## src/rtl/irq_ctrl_pkg.sv

```systemverilog
// Shared types and constants for the interrupt controller.
// Holds the handshake state encoding and the fixed source assignments.
package irq_ctrl_pkg;

  typedef enum logic [1:0] {
    ST_IDLE    = 2'd0,
    ST_ASSERT  = 2'd1,
    ST_SERVICE = 2'd2
  } irq_state_t;

  localparam int SRC_BUTTON  = 0;
  localparam int SRC_TIMER   = 1;
  localparam int SRC_UART_RX = 2;
  localparam int SRC_UART_TX = 3;

endpackage

```

## src/rtl/irq_ctrl_prio_enc.sv

```systemverilog
// Fixed-priority encoder: reports the lowest set bit of i_vec.
// Bit 0 has the highest priority.
module irq_prio_enc #(
  parameter int NSRC = 4,
  parameter int CW   = 2
) (
  input  logic [NSRC-1:0] i_vec,
  output logic            o_valid,
  output logic [CW-1:0]   o_idx
);

  always_comb begin
    o_valid = |i_vec;
    o_idx   = '0;
    // Scan from the top down so the lowest set index is written last.
    for (int i = NSRC - 1; i >= 0; i--) begin
      if (i_vec[i]) o_idx = CW'(i);
    end
  end

endmodule

```

## src/rtl/irq_ctrl.sv

```systemverilog
// Interrupt controller: latches event pulses, masks them, picks one by fixed
// priority and hands it to the core with an irq/ack/eoi handshake.
module irq_ctrl
  import irq_ctrl_pkg::*;
#(
  parameter int              NSRC     = 4,
  parameter int              CW       = 2,
  parameter logic [NSRC-1:0] RST_MASK = '0
) (
  input  logic            i_clk,
  input  logic            i_rst,
  input  logic [NSRC-1:0] i_src_pulse,
  input  logic            i_mask_we,
  input  logic [NSRC-1:0] i_mask_wdata,
  output logic [NSRC-1:0] o_mask,
  output logic [NSRC-1:0] o_pending,
  output logic [NSRC-1:0] o_ovf,
  input  logic            i_ovf_clr,
  output logic            o_irq,
  output logic [CW-1:0]   o_cause,
  input  logic            i_ack,
  input  logic            i_eoi,
  output logic            o_busy
);

  irq_state_t      r_state;
  irq_state_t      w_state_nxt;
  logic            r_irq;
  logic            w_irq_nxt;
  logic [CW-1:0]   r_cause;
  logic [CW-1:0]   w_cause_nxt;
  logic [NSRC-1:0] r_mask;
  logic [NSRC-1:0] r_pending;
  logic [NSRC-1:0] r_ovf;
  logic [NSRC-1:0] w_eligible;
  logic [NSRC-1:0] w_clr;
  logic            w_ack_take;
  logic            w_valid;
  logic [CW-1:0]   w_win;

  assign w_eligible = r_pending & r_mask;

  irq_prio_enc #(
    .NSRC (NSRC),
    .CW   (CW)
  ) u_prio_enc (
    .i_vec   (w_eligible),
    .o_valid (w_valid),
    .o_idx   (w_win)
  );

  assign w_clr = w_ack_take ? ({{(NSRC-1){1'b0}}, 1'b1} << r_cause) : '0;

  // A new pulse is OR-ed in after the ack clear, so a coinciding event survives.
  always_ff @(posedge i_clk) begin
    if (i_rst) begin
      r_mask    <= RST_MASK;
      r_pending <= '0;
      r_ovf     <= '0;
    end else begin
      if (i_mask_we) r_mask <= i_mask_wdata;
      r_pending <= (r_pending & ~w_clr) | i_src_pulse;
      r_ovf     <= (i_ovf_clr ? '0 : r_ovf) | (i_src_pulse & r_pending);
    end
  end

  always_ff @(posedge i_clk) begin
    if (i_rst) begin
      r_state <= ST_IDLE;
      r_irq   <= 1'b0;
      r_cause <= '0;
    end else begin
      r_state <= w_state_nxt;
      r_irq   <= w_irq_nxt;
      r_cause <= w_cause_nxt;
    end
  end

  always_comb begin
    w_state_nxt = r_state;
    w_irq_nxt   = r_irq;
    w_cause_nxt = r_cause;
    w_ack_take  = 1'b0;
    case (r_state)
      ST_IDLE: begin
        if (w_valid) begin
          w_state_nxt = ST_ASSERT;
          w_irq_nxt   = 1'b1;
          w_cause_nxt = w_win;
        end
      end
      ST_ASSERT: begin
        // Ack beats withdrawal when the source is masked off in the same cycle.
        if (i_ack) begin
          w_ack_take  = 1'b1;
          w_state_nxt = ST_SERVICE;
          w_irq_nxt   = 1'b0;
        end else if (!r_mask[r_cause]) begin
          w_state_nxt = ST_IDLE;
          w_irq_nxt   = 1'b0;
        end
      end
      ST_SERVICE: begin
        if (i_eoi) w_state_nxt = ST_IDLE;
      end
      default: begin
        w_state_nxt = ST_IDLE;
        w_irq_nxt   = 1'b0;
      end
    endcase
  end

  assign o_mask    = r_mask;
  assign o_pending = r_pending;
  assign o_ovf     = r_ovf;
  assign o_irq     = r_irq;
  assign o_cause   = r_cause;
  assign o_busy    = (r_state != ST_IDLE);

endmodule
```

## config.mk

```make
export PLATFORM = sky130hd
export DESIGN_NAME = irq_ctrl
export DESIGN_NICKNAME = d
export VERILOG_FILES = /design/src/rtl/irq_ctrl_pkg.sv /design/src/rtl/irq_ctrl_prio_enc.sv /design/src/rtl/irq_ctrl.sv
export SDC_FILE = /design/constraint.sdc
export NUM_CORES = 1
export LEC_CHECK = 0
export BUFFER_PORTS_ARGS = -buffer_cell sky130_fd_sc_hd__buf_2
export CORE_UTILIZATION = 48
export DETAILED_ROUTE_END_ITERATION = 10
export HOLD_SLACK_MARGIN = 0.05
export PLACE_DENSITY = 0.81
export SETUP_SLACK_MARGIN = 0.5
export SYNTH_ARGS = -nofsm -noshare
export SYNTH_HDL_FRONTEND = slang
export SYNTH_SLANG_ARGS = --single-unit
```

## constraint.sdc

```tcl
create_clock -name i_clk -period 2.9 [get_ports i_clk]
set_input_delay 0.87 -clock i_clk [delete_from_list [all_inputs] [get_ports i_clk]]
set_output_delay 0.87 -clock i_clk [all_outputs]
set_load 0.01 [all_outputs]
```

Word-level counts from Yosys, hierarchy flattened
Index checks and enable logic that the tools add are counted.
Operators by class
  order comparisons: 1
  eq/ne operators: 5
  shift operators: 1
  multiplexer cells: 19
  bitwise gates (word level): 7
  reduce and logical (&&, ||, !) cells: 6
Operators with widths (count)
  $mux W2: 8
  $and A4 B4 Y4: 3
  $mux W4: 2
  $or A4 B4 Y4: 2
  $mux W1: 6
  $pmux W2 S3: 1
  $reduce_and A3 Y1: 2
  $not A4 Y4: 1
  $reduce_or A4 Y1: 1
  $shl A1 B2 Y4 const A: 1
  $lt A2 B3 Y1 const B: 1
  $ne A3 B3 Y1 const B: 1
  $pmux W1 S3: 1
  $bmux W1 S2: 1
  $eq A2 B1 Y1 const B: 1
  $eq A2 B2 Y1 const B: 1
  $logic_not A2 Y1: 1
  $ne A2 B1 Y1 const B: 1
  $ne A2 B2 Y1 const B: 1
  $reduce_and A2 Y1: 1
  $reduce_bool A2 Y1: 1
  $not A1 Y1: 1
Word-level totals
  register bits: 17
  input bits: 14
  output and inout bits: 16
  logic and storage cells: 45

Depth between registers and ports, before layout
Gate-level depths: netlist of the first run.
  word-level depth: 6
  depth in mapped cells: 4

Hierarchy
From an unflattened synthesis of the first run, not the netlist that was laid out.
Second synthesis, totals
  cells, all modules: 79
  area total of the unflattened synthesis: 728.2 um^2
By module, submodules not included
  irq_ctrl: times used 1, cells each 72, area each 693.2 um^2, sequential area each 340.3 um^2
  irq_prio_enc: times used 1, cells each 7, area each 35.0 um^2, sequential area each 0.0 um^2

Worst setup path before layout of the first run
No wires, ideal clock.
  path type: input -> register
  start point: in i_rst
  end point: reg r_mask[0], in the netlist o_mask[0]
  library setup time: 128 ps
  arrival: 1399 ps
  data required time: 2772 ps
  setup slack: 1373 ps
  stages: 3
  buffers on the path: 2
  cell sequence: buf_2 -> clkbuf_1 -> nor2_1
RTL lines
  from (decl): line irq_ctrl.sv:11  | input logic i_rst,
  to (signal assigned): line irq_ctrl.sv:61  | if (i_mask_we) r_mask <= i_mask_wdata;
  to (decl): line irq_ctrl.sv:32  | logic [NSRC-1:0] r_mask;
No word-level cell between the ends.

Final worst setup path of the first run
  start point: reg r_state[1]
  end point: out o_busy
On the way
  cells in the longest elaborated chain, start to end: 1
Ends and longest elaborated chain
  from (decl): line irq_ctrl.sv:26  | irq_state_t r_state;
  from (signal assigned): line irq_ctrl.sv:73  | r_state <= w_state_nxt;
  $reduce_bool A2 Y1: line irq_ctrl.sv:118  | assign o_busy = (r_state != ST_IDLE);
  to (decl): line irq_ctrl.sv:23  | output logic o_busy
No other way between the ends.

==> flow_summary_export.csv, run 1 <==
group,metric,value,unit
die,die_area,1590,um2
placed_design,finalWeightedCongestion,0.794,
cells_and_area,regArea,340,um2
sta,worst_case_headroom_to_the_max_slew_limit,75.6,%
critical_path,crit_required,2.03,ns
yosys,netlist_area,688,um2
power,irDropWorstVdd,0.416,mV
global_route,antenna_found_initial,0,
sta,postLayoutSetupSlackWorst,0.990,ns
critical_path,critical_path.endpoint_type,"output pin",
sta,fin_crit,1.91,ns
yosys,synth-edff-count,0,
cells_and_area,layout-area-overhead-vs-synth,25.8,%
global_route,grt_start_max_net_pins,20,
placed_design,dp_slack,1.20,ns
yosys,synth-seq-area-share,49.5,%
yosys,area_contributors_post_synth,"sky130_fd_sc_hd__dfxtp_1 49%, sky130_fd_sc_hd__nor2_1 7.6%, sky130_fd_sc_hd__mux2i_1 5.8%",
critical_path,critical_path_class,"reg2out",
drt,wl_per_cell,12.4,um
global_route,grt_util_met2,32.3,%
cells_and_area,area_of_the_multi_input_gates,328,um2
power,leakage_power_total,0.398,nW
drt,drcViolationCount,0,
clock_network,worst_setup_hold_path_clk_slew,0.09,ns
critical_path,critPathMaxFanout,4,
clock_network,cts_tree,"yes",
cells_and_area,finished_core_util,65.7,%
sta,tightest_slew,0.366,ns
yosys,mappedNetlistNets,85,
clock_network,clk-insertion-delay-late,0.28,ns
drt,first_pass_iteration_count_of_the_detailed_router,3,
die,initial_utilization,52.2,%
cells_and_area,final_cell_count_no_fill,116,
sta,slew_violations,0,
power,pwr_cell_area,520,nW/um2
power,fin_total_pwr,0.450,mW
run,cap_viol_max_count,0,
clock_network,post_cts.repair.setup_buffers,0,
drt,viasPerCell,5.45,
yosys,synthCells,71,
die,dieHeight,39.9,um
yosys,async_reset_ff_share,0,%
critical_path,worstSetupStartpointType,"flip-flop",
cells_and_area,n_antenna_cell,0,
clock_network,cts_hold_buffers,0,
global_route,grt.met1_usage,24.3,%
sta,setup_viol_count_final,0,
die,coreArea,1320,um2
outcome,outcome,"completed",
die,horizontal_die_dimension,39.9,um
yosys,syn_area_per_cell,9.69,um2
clock_network,cts_sinks,17,
placed_design,hpwl,1.09,mm
clock_network,tritoncts_buffers,3,
die,top_level_ports,30,
yosys,yosys.area.top_type,"sky130_fd_sc_hd__dfxtp_1",
placed_design,placed_cells_incl_taps,112,
clock_network,ctsLongestPathBuffers,2,
global_route,grt_busiest_layer,"met2",
global_route,via_count_of_the_first_global_routing_pass,489,
yosys,synth.yosys.warnings,0,
cells_and_area,fin_nets,116,
yosys,netlist_top_cells_count,"17 x sky130_fd_sc_hd__dfxtp_1, 14 x sky130_fd_sc_hd__nor2_1",
sta,fin_worst_skew,0.00518,ns
drt,route.antenna.remaining_nets,0,
global_route,grtUsageTotal,19.8,%
sta,max_clock_freq,523,MHz
global_route,grt_first_pass_wirelength,2.05,mm
cells_and_area,design_area,866,um2
min_path,worst_hold_path_type,"reg2reg",
drt,drt-total-wl,1.43,mm
sta,tcrit_tclk_final,65.9,%
sta,finalHoldViolations,0,
placed_design,placedInstanceArea,840,um2
yosys,ys.flop_type,"sky130_fd_sc_hd__dfxtp_1",
clock_network,cts_resized,0,
global_route,gr-total-overflow,0,
yosys,yosys.cell_count.top_type,"sky130_fd_sc_hd__dfxtp_1",
yosys,synth.lib_cells_used.distinct,22,
yosys,synth_largest_type_area_fraction,49.5,%
die,num_rows,13,
cells_and_area,fillCellCount,117,
drt,route.vias.total,632,
critical_path,critPathArrivalTime,1.04,ns
sta,grt_setup_unrepaired,"false",
clock_network,cts_root_buf,"sky130_fd_sc_hd__clkbuf_4",
clock_network,clock_tree.htree_level_count,1,
global_route,routing_usage_on_met3,3.41,%
sta,setup_tns,0,ns
cells_and_area,share_of_post_route_cells_with_drive_strength_above_1,34.7,%
yosys,postSynthRegisterBits,17,
drt,drt_iter0_markers,3,
sta,holdWs,0.469,ns
placed_design,portBuffers,29,
-- power breakdown --
part	internal [mW]	leakage [nW]	switching, mW	total (mW)
Combinational	0.0327	0.243	0.0348	0.0675
Sequential	0.248	0.140	0.0150	0.263
Clock	0.0533	0.0150	0.0665	0.120
Total	0.334	0.398	0.116	0.450
-- registers in the layout, indices dropped and copies added (netlist names) --
register   cells
o_cause        2
o_pending      4
o_mask         4
o_ovf          4
r_state        2
o_irq          1
-- logic make-up (layout without fill, tap and decap cells) --
logic type	Yosys count	count (layout)	synth area share (%)
AND/OR/NAND/NOR	28	28	22.9
AO/OA/AOI/OAI	16	16	15.6
flip-flops	17	17	49.5
buffers and inverters	5	35	2.91
multiplexers	5	5	9.09
-- path summary, 6_finish.rpt --
path | to | slack (ns) | cells after the start | startpoint
hold reg to reg | o_irq | 0.47 | 2 | o_irq
hold / removal | o_irq | 0.47 | 2 | o_irq
setup reg to reg | o_irq | 1.44 | 4 | o_cause[0]
setup / recovery | o_busy | 0.99 | 3 | r_state[1]
-- worst max-delay path: stages, from the launching register on --
cell                      delay, ns
sky130_fd_sc_hd__dfxtp_1       0.36
sky130_fd_sc_hd__nor2_1        0.21
sky130_fd_sc_hd__inv_1         0.05
sky130_fd_sc_hd__buf_2         0.13
-- layout make-up --
class | count | area share (%)
flip-flops and latches | 17 | 39.3
multi-input cells | 49 | 37.9
repair buffers | 29 | 16.8
clock buffers | 4 | 3.03
well taps | 15 | 2.17
inverters | 2 | 0.867
-- cells in the final DEF (no fill, tap or decap), types with 3 or more instances in the layout --
| cell | netlist | final |
|---|---|---|
| sky130_fd_sc_hd__nand2_1 | 3 | 3 |
| sky130_fd_sc_hd__clkbuf_4 | 0 | 3 |
| sky130_fd_sc_hd__nor2_1 | 14 | 14 |
| sky130_fd_sc_hd__a22oi_1 | 4 | 4 |
| sky130_fd_sc_hd__nor3_1 | 4 | 4 |
| sky130_fd_sc_hd__o21ai_1 | 4 | 4 |
| sky130_fd_sc_hd__mux2i_1 | 4 | 4 |
| sky130_fd_sc_hd__a21oi_1 | 3 | 3 |
| sky130_fd_sc_hd__buf_2 | 1 | 29 |
| sky130_fd_sc_hd__dfxtp_1 | 17 | 17 |
-- routing by layer --
metal | vias up | share of wire, %
li1 | 321 | -
met1 | 295 | 47
met2 | 14 | 49
met3 | 2 | 3.5
met4 | 0 | 0.42
met5 | - | 0
No activity file was read; power rests on OpenSTA's default activity.
==> inputs of run 2 (changes only) <==
--- a/config.mk
+++ b/config.mk
@@ -6,10 +6,10 @@
 export NUM_CORES = 1
 export LEC_CHECK = 0
 export BUFFER_PORTS_ARGS = -buffer_cell sky130_fd_sc_hd__buf_2
-export CORE_UTILIZATION = 48
+export CORE_UTILIZATION = 40
 export DETAILED_ROUTE_END_ITERATION = 10
 export HOLD_SLACK_MARGIN = 0.05
-export PLACE_DENSITY = 0.81
+export PLACE_DENSITY = 0.72
 export SETUP_SLACK_MARGIN = 0.5
 export SYNTH_ARGS = -nofsm -noshare
 export SYNTH_HDL_FRONTEND = slang
==> constraint.sdc (replaced) <==
create_clock -name i_clk -period 1.7 [get_ports i_clk]
set_input_delay 0.51 -clock i_clk [delete_from_list [all_inputs] [get_ports i_clk]]
set_output_delay 0.51 -clock i_clk [all_outputs]
set_load 0.01 [all_outputs]
==> flow_summary_export.csv, run 2 (synthesis results as in run 1) <==
group,metric,value,unit
die,coreArea,1560,um2
clock_network,clock_tree.htree_level_count,1,
power,power.switching,0.229,mW
sta,finalHoldViolations,0,
placed_design,portBuffers,29,
die,die_area,1890,um2
clock_network,tritoncts_buffers,3,
global_route,grt_start_max_net_pins,20,
sta,setup_viol_count_final,0,
drt,viasPerCell,5.41,
global_route,via_count_of_the_first_global_routing_pass,681,
power,irDropWorstVdd,0.639,mV
drt,route.vias.total,714,
cells_and_area,regArea,379,um2
drt,route.antenna.remaining_nets,0,
cells_and_area,design_area,1150,um2
clock_network,worst_setup_hold_path_clk_slew,0.10,ns
sta,slew_violations,0,
sta,fin_worst_skew,0.00812,ns
sta,postLayoutSetupSlackWorst,0.288,ns
critical_path,critical_path_class,"reg2out",
run,cap_viol_max_count,0,
cells_and_area,share_of_post_route_cells_with_drive_strength_above_1,62.1,%
cells_and_area,fillCellCount,123,
clock_network,clk-insertion-delay-late,0.29,ns
placed_design,placedInstanceArea,845,um2
global_route,antenna_found_initial,0,
critical_path,path_cells,"nor2_4 -> inv_1 -> buf_2",
outcome,outcome,"completed",
global_route,gr-total-overflow,0,
cells_and_area,area_of_the_multi_input_gates,358,um2
clock_network,ctsLongestPathBuffers,2,
power,power.share.switching,26.9,%
power,seq_power_share,52.4,%
die,dieHeight,43.5,um
die,initial_utilization,44.1,%
cells_and_area,layout-area-overhead-vs-synth,66.5,%
critical_path,critPathArrivalTime,0.90,ns
drt,first_pass_iteration_count_of_the_detailed_router,4,
critical_path,slowest_cell_delay_on_critical_path,0.36,ns
sta,tightest_slew,0.371,ns
power,internal_power,0.623,mW
critical_path,critical_path.endpoint_type,"output pin",
cells_and_area,fin_nets,131,
placed_design,dp_slack,0.315,ns
placed_design,placed_cells_incl_taps,113,
drt,wl_per_cell,14.8,um
cells_and_area,n_antenna_cell,0,
sta,grt_setup_unrepaired,"true",
die,top_level_ports,30,
power,clkPwrFrac,25.0,%
placed_design,finalWeightedCongestion,0.748,
die,num_rows,14,
placed_design,hpwl,1.05,mm
global_route,grt_first_pass_wirelength,3.14,mm
critical_path,crit_path_top_delay_cell,"sky130_fd_sc_hd__dfxtp_4",
die,horizontal_die_dimension,43.5,um
min_path,worst_hold_path_type,"in2reg",
sta,setup_tns,0,ns
sta,tcrit_tclk_final,83.0,%
drt,drt-total-wl,1.95,mm
drt,drt_iter0_markers,12,
power,combPwrFrac,22.6,%
drt,drcViolationCount,0,
power,pwr_cell_area,744,nW/um2
critical_path,timing.critical_path.buf_inv,2,
clock_network,cts_hold_buffers,0,
cells_and_area,layout.cells.most_common,"sky130_fd_sc_hd__buf_6",
cells_and_area,layout.cells.most_common_list,"16 x sky130_fd_sc_hd__buf_6, 14 x sky130_fd_sc_hd__buf_2, 14 x sky130_fd_sc_hd__buf_4",
global_route,grtUsageTotal,22.9,%
clock_network,cts_tree,"yes",
cells_and_area,final_cell_count_no_fill,132,
sta,fin_crit,1.41,ns
sta,max_clock_freq,708,MHz
critical_path,worst-r2r-setup-slack,0.33,ns
critical_path,worstSetupStartpointType,"flip-flop",
cells_and_area,finished_core_util,73.5,%
critical_path,critPathMaxFanout,2,
clock_network,cts_root_buf,"sky130_fd_sc_hd__clkbuf_4",
sta,worst_case_headroom_to_the_max_slew_limit,75.2,%
critical_path,crit_required,1.19,ns
critical_path,crit_path_max_delay_family,"flip-flops",
clock_network,cts_sinks,17,
power,leakage_power_total,0.504,nW
==> run 2: changes by cell type in the layout (fill, tap and decap cells not counted), sizes merged <==
cell	before	now
buf	29	44
==> run 2: area by class of cell <==
type	count	area share [%]
clock buffers	4	2.29
inverters	2	0.655
multi-input cells	49	31.2
flip-flops and latches	17	33.1
well taps	16	1.75
repair buffers	44	31.0
==> run 2: what timing repair did <==
item,CTS,global route
endpoints found under the setup margin,20,23
hold endpoints to repair,0,0
setup buffers,12,3
resized for setup,38,6
pin swaps,3,5
==> run 2: worst min-delay path, delay by kind of cell <==
family	cells	cell delay, ns
buffers and inverters	1	0.08
AND/OR/NAND/NOR	1	0.07
multiplexers	1	0.06
==> run 2: per-stage QoR <==
step | hold slack [ns] | total power [mW]
2_1_floorplan | 0.464 | 0.520
3_3_place_gp | 0.452 | 0.569
3_5_place_dp | 0.469 | 0.572
4_1_cts | 0.453 | 0.846
5_1_grt | 0.467 | 0.898
6_report | 0.458 | 0.853
==> run 2: per-layer routing <==
metal	GRT usage, %	part of all wire [%]	vias up	wire, um
met4	5.63	0	0	0
met3	6.25	5.9	0	115
met2	39.4	51	30	1000
met1	28.5	43	335	832
met5	0	0	-	0
li1	-	-	349	-
==> run 2: power groups by stage <==
| stage | logic (mW) | registers, mW | clock network [mW] |
|---|---|---|---|
| global route | 0.206 | 0.450 | 0.241 |
| CTS | 0.180 | 0.449 | 0.217 |
| floorplan | 0.0569 | 0.463 | 0 |
| global placement | 0.114 | 0.456 | 0 |
| finish | 0.193 | 0.447 | 0.213 |
| detailed placement | 0.115 | 0.457 | 0 |
==> run 2: final timing paths <==
kind                   startpoint            to  depth (start not counted)
hold reg to reg             o_irq         o_irq                          2
setup / recovery       r_state[1]        o_busy                          3
hold / removal    i_mask_wdata[2]     o_mask[2]                          3
setup reg to reg       r_state[1]  o_pending[3]                          4
==> inputs of run 3 (changes only) <==
--- a/config.mk
+++ b/config.mk
@@ -5,11 +5,12 @@
 export SDC_FILE = /design/constraint.sdc
 export NUM_CORES = 1
 export LEC_CHECK = 0
+export ABC_AREA = 1
 export BUFFER_PORTS_ARGS = -buffer_cell sky130_fd_sc_hd__buf_2
 export CORE_UTILIZATION = 40
 export DETAILED_ROUTE_END_ITERATION = 10
 export HOLD_SLACK_MARGIN = 0.05
-export PLACE_DENSITY = 0.72
+export PLACE_DENSITY = 0.71
 export SETUP_SLACK_MARGIN = 0.5
 export SYNTH_ARGS = -nofsm -noshare
 export SYNTH_HDL_FRONTEND = slang
==> constraint.sdc (replaced) <==
create_clock -name i_clk -period 1.2 [get_ports i_clk]
set_input_delay 0.36 -clock i_clk [delete_from_list [all_inputs] [get_ports i_clk]]
set_output_delay 0.36 -clock i_clk [all_outputs]
set_load 0.01 [all_outputs]
==> flow_summary_export.csv, run 3 <==
group,metric,value,unit
clock_network,clk-insertion-delay-late,0.28,ns
yosys,mappedNetlistNets,117,
global_route,gr-total-overflow,0,
clock_network,tritoncts_buffers,3,
critical_path,crit_required,0.84,ns
yosys,netlist_area,711,um2
die,dieHeight,44.2,um
drt,drt_iter0_markers,18,
die,coreArea,1580,um2
yosys,synth.yosys.warnings,0,
critical_path,critical_path_class,"reg2out",
clock_network,worst_setup_hold_path_clk_slew,0.10,ns
critical_path,reg2reg_from,"r_state[1]",
clock_network,cts_hold_buffers,0,
sta,tcrit_tclk_final,104,%
power,irDropWorstVdd,0.631,mV
global_route,grt_start_max_net_pins,10,
die,initial_utilization,45.1,%
yosys,synth-seq-area-share,47.9,%
die,top_level_ports,30,
placed_design,dp_slack,0.152,ns
cells_and_area,layout.cells.most_common,"sky130_fd_sc_hd__nand2_1",
cells_and_area,share_of_post_route_cells_with_drive_strength_above_1,56.5,%
yosys,area_contributors_post_synth,"sky130_fd_sc_hd__dfxtp_1 48%, sky130_fd_sc_hd__nand2_1 18%, sky130_fd_sc_hd__a21oi_1 8.5%",
critical_path,critPathMaxFanout,2,
global_route,grt_busiest_layer,"met2",
clock_network,clock_tree.htree_level_count,1,
global_route,antenna_found_initial,0,
yosys,ys.flop_type,"sky130_fd_sc_hd__dfxtp_1",
drt,route.vias.total,852,
yosys,syn_area_per_cell,6.90,um2
critical_path,worstSetupStartpointType,"flip-flop",
cells_and_area,regArea,384,um2
placed_design,finalWeightedCongestion,0.888,
cells_and_area,n_antenna_cell,0,
drt,first_pass_iteration_count_of_the_detailed_router,7,
yosys,yosys.area.top_type,"sky130_fd_sc_hd__dfxtp_1",
min_path,min_delay_path_depth,3,
sta,worst_case_headroom_to_the_max_slew_limit,86.9,%
global_route,routing_usage_on_met3,3.67,%
yosys,postSynthRegisterBits,17,
critical_path,critical_path.endpoint_type,"output pin",
min_path,worst_hold_path_type,"in2reg",
global_route,grtUsageTotal,21.6,%
drt,route.antenna.remaining_nets,0,
yosys,async_reset_ff_share,0,%
cells_and_area,fillCellCount,110,
power,pwr_cell_area,1040,nW/um2
sta,tightest_slew,0.195,ns
outcome,violations,"design-rule violations, negative setup slack",
cells_and_area,area_of_the_multi_input_gates,392,um2
sta,slew_violations,0,
sta,setup_viol_count_final,1,
yosys,synth-edff-count,0,
drt,wl_per_cell,12.8,um
sta,postLayoutSetupSlackWorst,-0.0537,ns
global_route,grt.met1_usage,25.2,%
placed_design,hpwl,1.33,mm
power,fin_total_pwr,1.27,mW
clock_network,cts_root_buf,"sky130_fd_sc_hd__clkbuf_4",
cells_and_area,layout.cells.most_common_list,"25 x sky130_fd_sc_hd__nand2_1, 19 x sky130_fd_sc_hd__buf_6, 13 x sky130_fd_sc_hd__buf_2",
critical_path,crit_path_end,"o_busy",
die,num_rows,14,
yosys,netlist_top_cells_count,"34 x sky130_fd_sc_hd__nand2_1, 17 x sky130_fd_sc_hd__dfxtp_1, 12 x sky130_fd_sc_hd__a21oi_1, 12 x sky130_fd_sc_hd__inv_1, 12 x sky130_fd_sc_hd__nor2_1",
yosys,synthCells,103,
sta,finalHoldViolations,0,
cells_and_area,fin_nets,162,
clock_network,cts_tree,"yes",
clock_network,cts_sinks,17,
clock_network,ctsLongestPathBuffers,2,
sta,max_clock_freq,798,MHz
run,cap_viol_max_count,0,
critical_path,worst_setup_path_startpoint,"r_state[1]",
yosys,synth_largest_type_area_fraction,47.9,%
yosys,synth.lib_cells_used.distinct,12,
global_route,via_count_of_the_first_global_routing_pass,716,
critical_path,critPathArrivalTime,0.89,ns
die,die_area,1950,um2
global_route,grt_first_pass_wirelength,3.06,mm
outcome,outcome,"complete, but fails checks",
yosys,yosys.cell_count.top_type,"sky130_fd_sc_hd__nand2_1",
drt,drcViolationCount,1,
power,leakage_power_total,0.590,nW
die,horizontal_die_dimension,44.2,um
sta,fin_worst_skew,0.00292,ns
global_route,grt_util_met2,38.5,%
critical_path,worst_r2r_endpoint,"o_irq",
drt,drt-total-wl,2.09,mm
critical_path,worst-r2r-setup-slack,0.09,ns
cells_and_area,layout-area-overhead-vs-synth,71.7,%
placed_design,portBuffers,29,
drt,viasPerCell,5.23,
critical_path,reg2reg_path_depth,8,
sta,grt_setup_unrepaired,"true",
sta,fin_crit,1.25,ns
run 3: area by class of cell:
cell class | count | area share [%]
multi-input cells | 72 | 32.1
flip-flops and latches | 17 | 31.5
repair buffers | 41 | 28.4
inverters | 13 | 4.21
clock buffers | 4 | 2.15
well taps | 16 | 1.64
run 3: kinds of logic (layout without fill, tap and decap cells):
group / count (synthesis) / in the layout / share of synthesized area [%]
AOI/OAI and AO/OA: 21 / 21 / 16.7
buffers and inverters: 14 / 58 / 7.39
DFF: 17 / 17 / 47.9
and+or+nand+nor: 51 / 51 / 28.0
run 3: how the worst min path moves through the flow:
stage,start,end,slack [ns]
floorplan,i_rst,o_ovf[0],0.42
global placement,o_ovf[1],o_ovf[1],0.44
detailed placement,o_ovf[2],o_ovf[2],0.45
CTS,i_mask_wdata[2],o_mask[2],0.29
global route,i_src_pulse[1],o_pending[1],0.29
finish,i_mask_wdata[2],o_mask[2],0.30
run 3: timing repair:
item / 4_1_cts / 5_1_grt
gates resized for setup: 33 / 15
pin swaps: 11 / 3
setup endpoints to repair: 26 / 27
cloned: 0 / 0
buffers inserted: 9 / 2
run 3: worst max-delay path, cell delays in order, from the launching register on:
cell	delay, ns
sky130_fd_sc_hd__dfxtp_2	0.35
sky130_fd_sc_hd__nor2_4	0.11
sky130_fd_sc_hd__inv_2	0.04
sky130_fd_sc_hd__buf_6	0.11
run 3: power breakdown:
part	internal [mW]	total [mW]	switching (mW)
Sequential	0.601	0.646	0.0451
Clock	0.129	0.302	0.173
Combinational	0.167	0.321	0.154
Total	0.897	1.27	0.373
run 3: metrics by stage:
step | instances | utilization (%) | TNS [ns] | instance area (um2) | hold WS (ns)
2_1_floorplan | 103 | - | 0 | 752 | 0.422
3_3_place_gp | 148 | 58.3 | 0 | 920 | 0.442
3_5_place_dp | 148 | 58.3 | 0 | 920 | 0.447
4_1_cts | 161 | 73.6 | -0.0547 | 1160 | 0.294
5_1_grt | 163 | 77.4 | -0.105 | 1220 | 0.287
6_report | 163 | 77.4 | -0.0537 | 1220 | 0.297
run 3: metal layers:
| metal | vias up | wire length, um |
|---|---|---|
| li1 | 420 | - |
| met1 | 390 | 896 |
| met2 | 40 | 1100 |
| met3 | 2 | 75 |
| met4 | 0 | 14 |
| met5 | - | 0 |
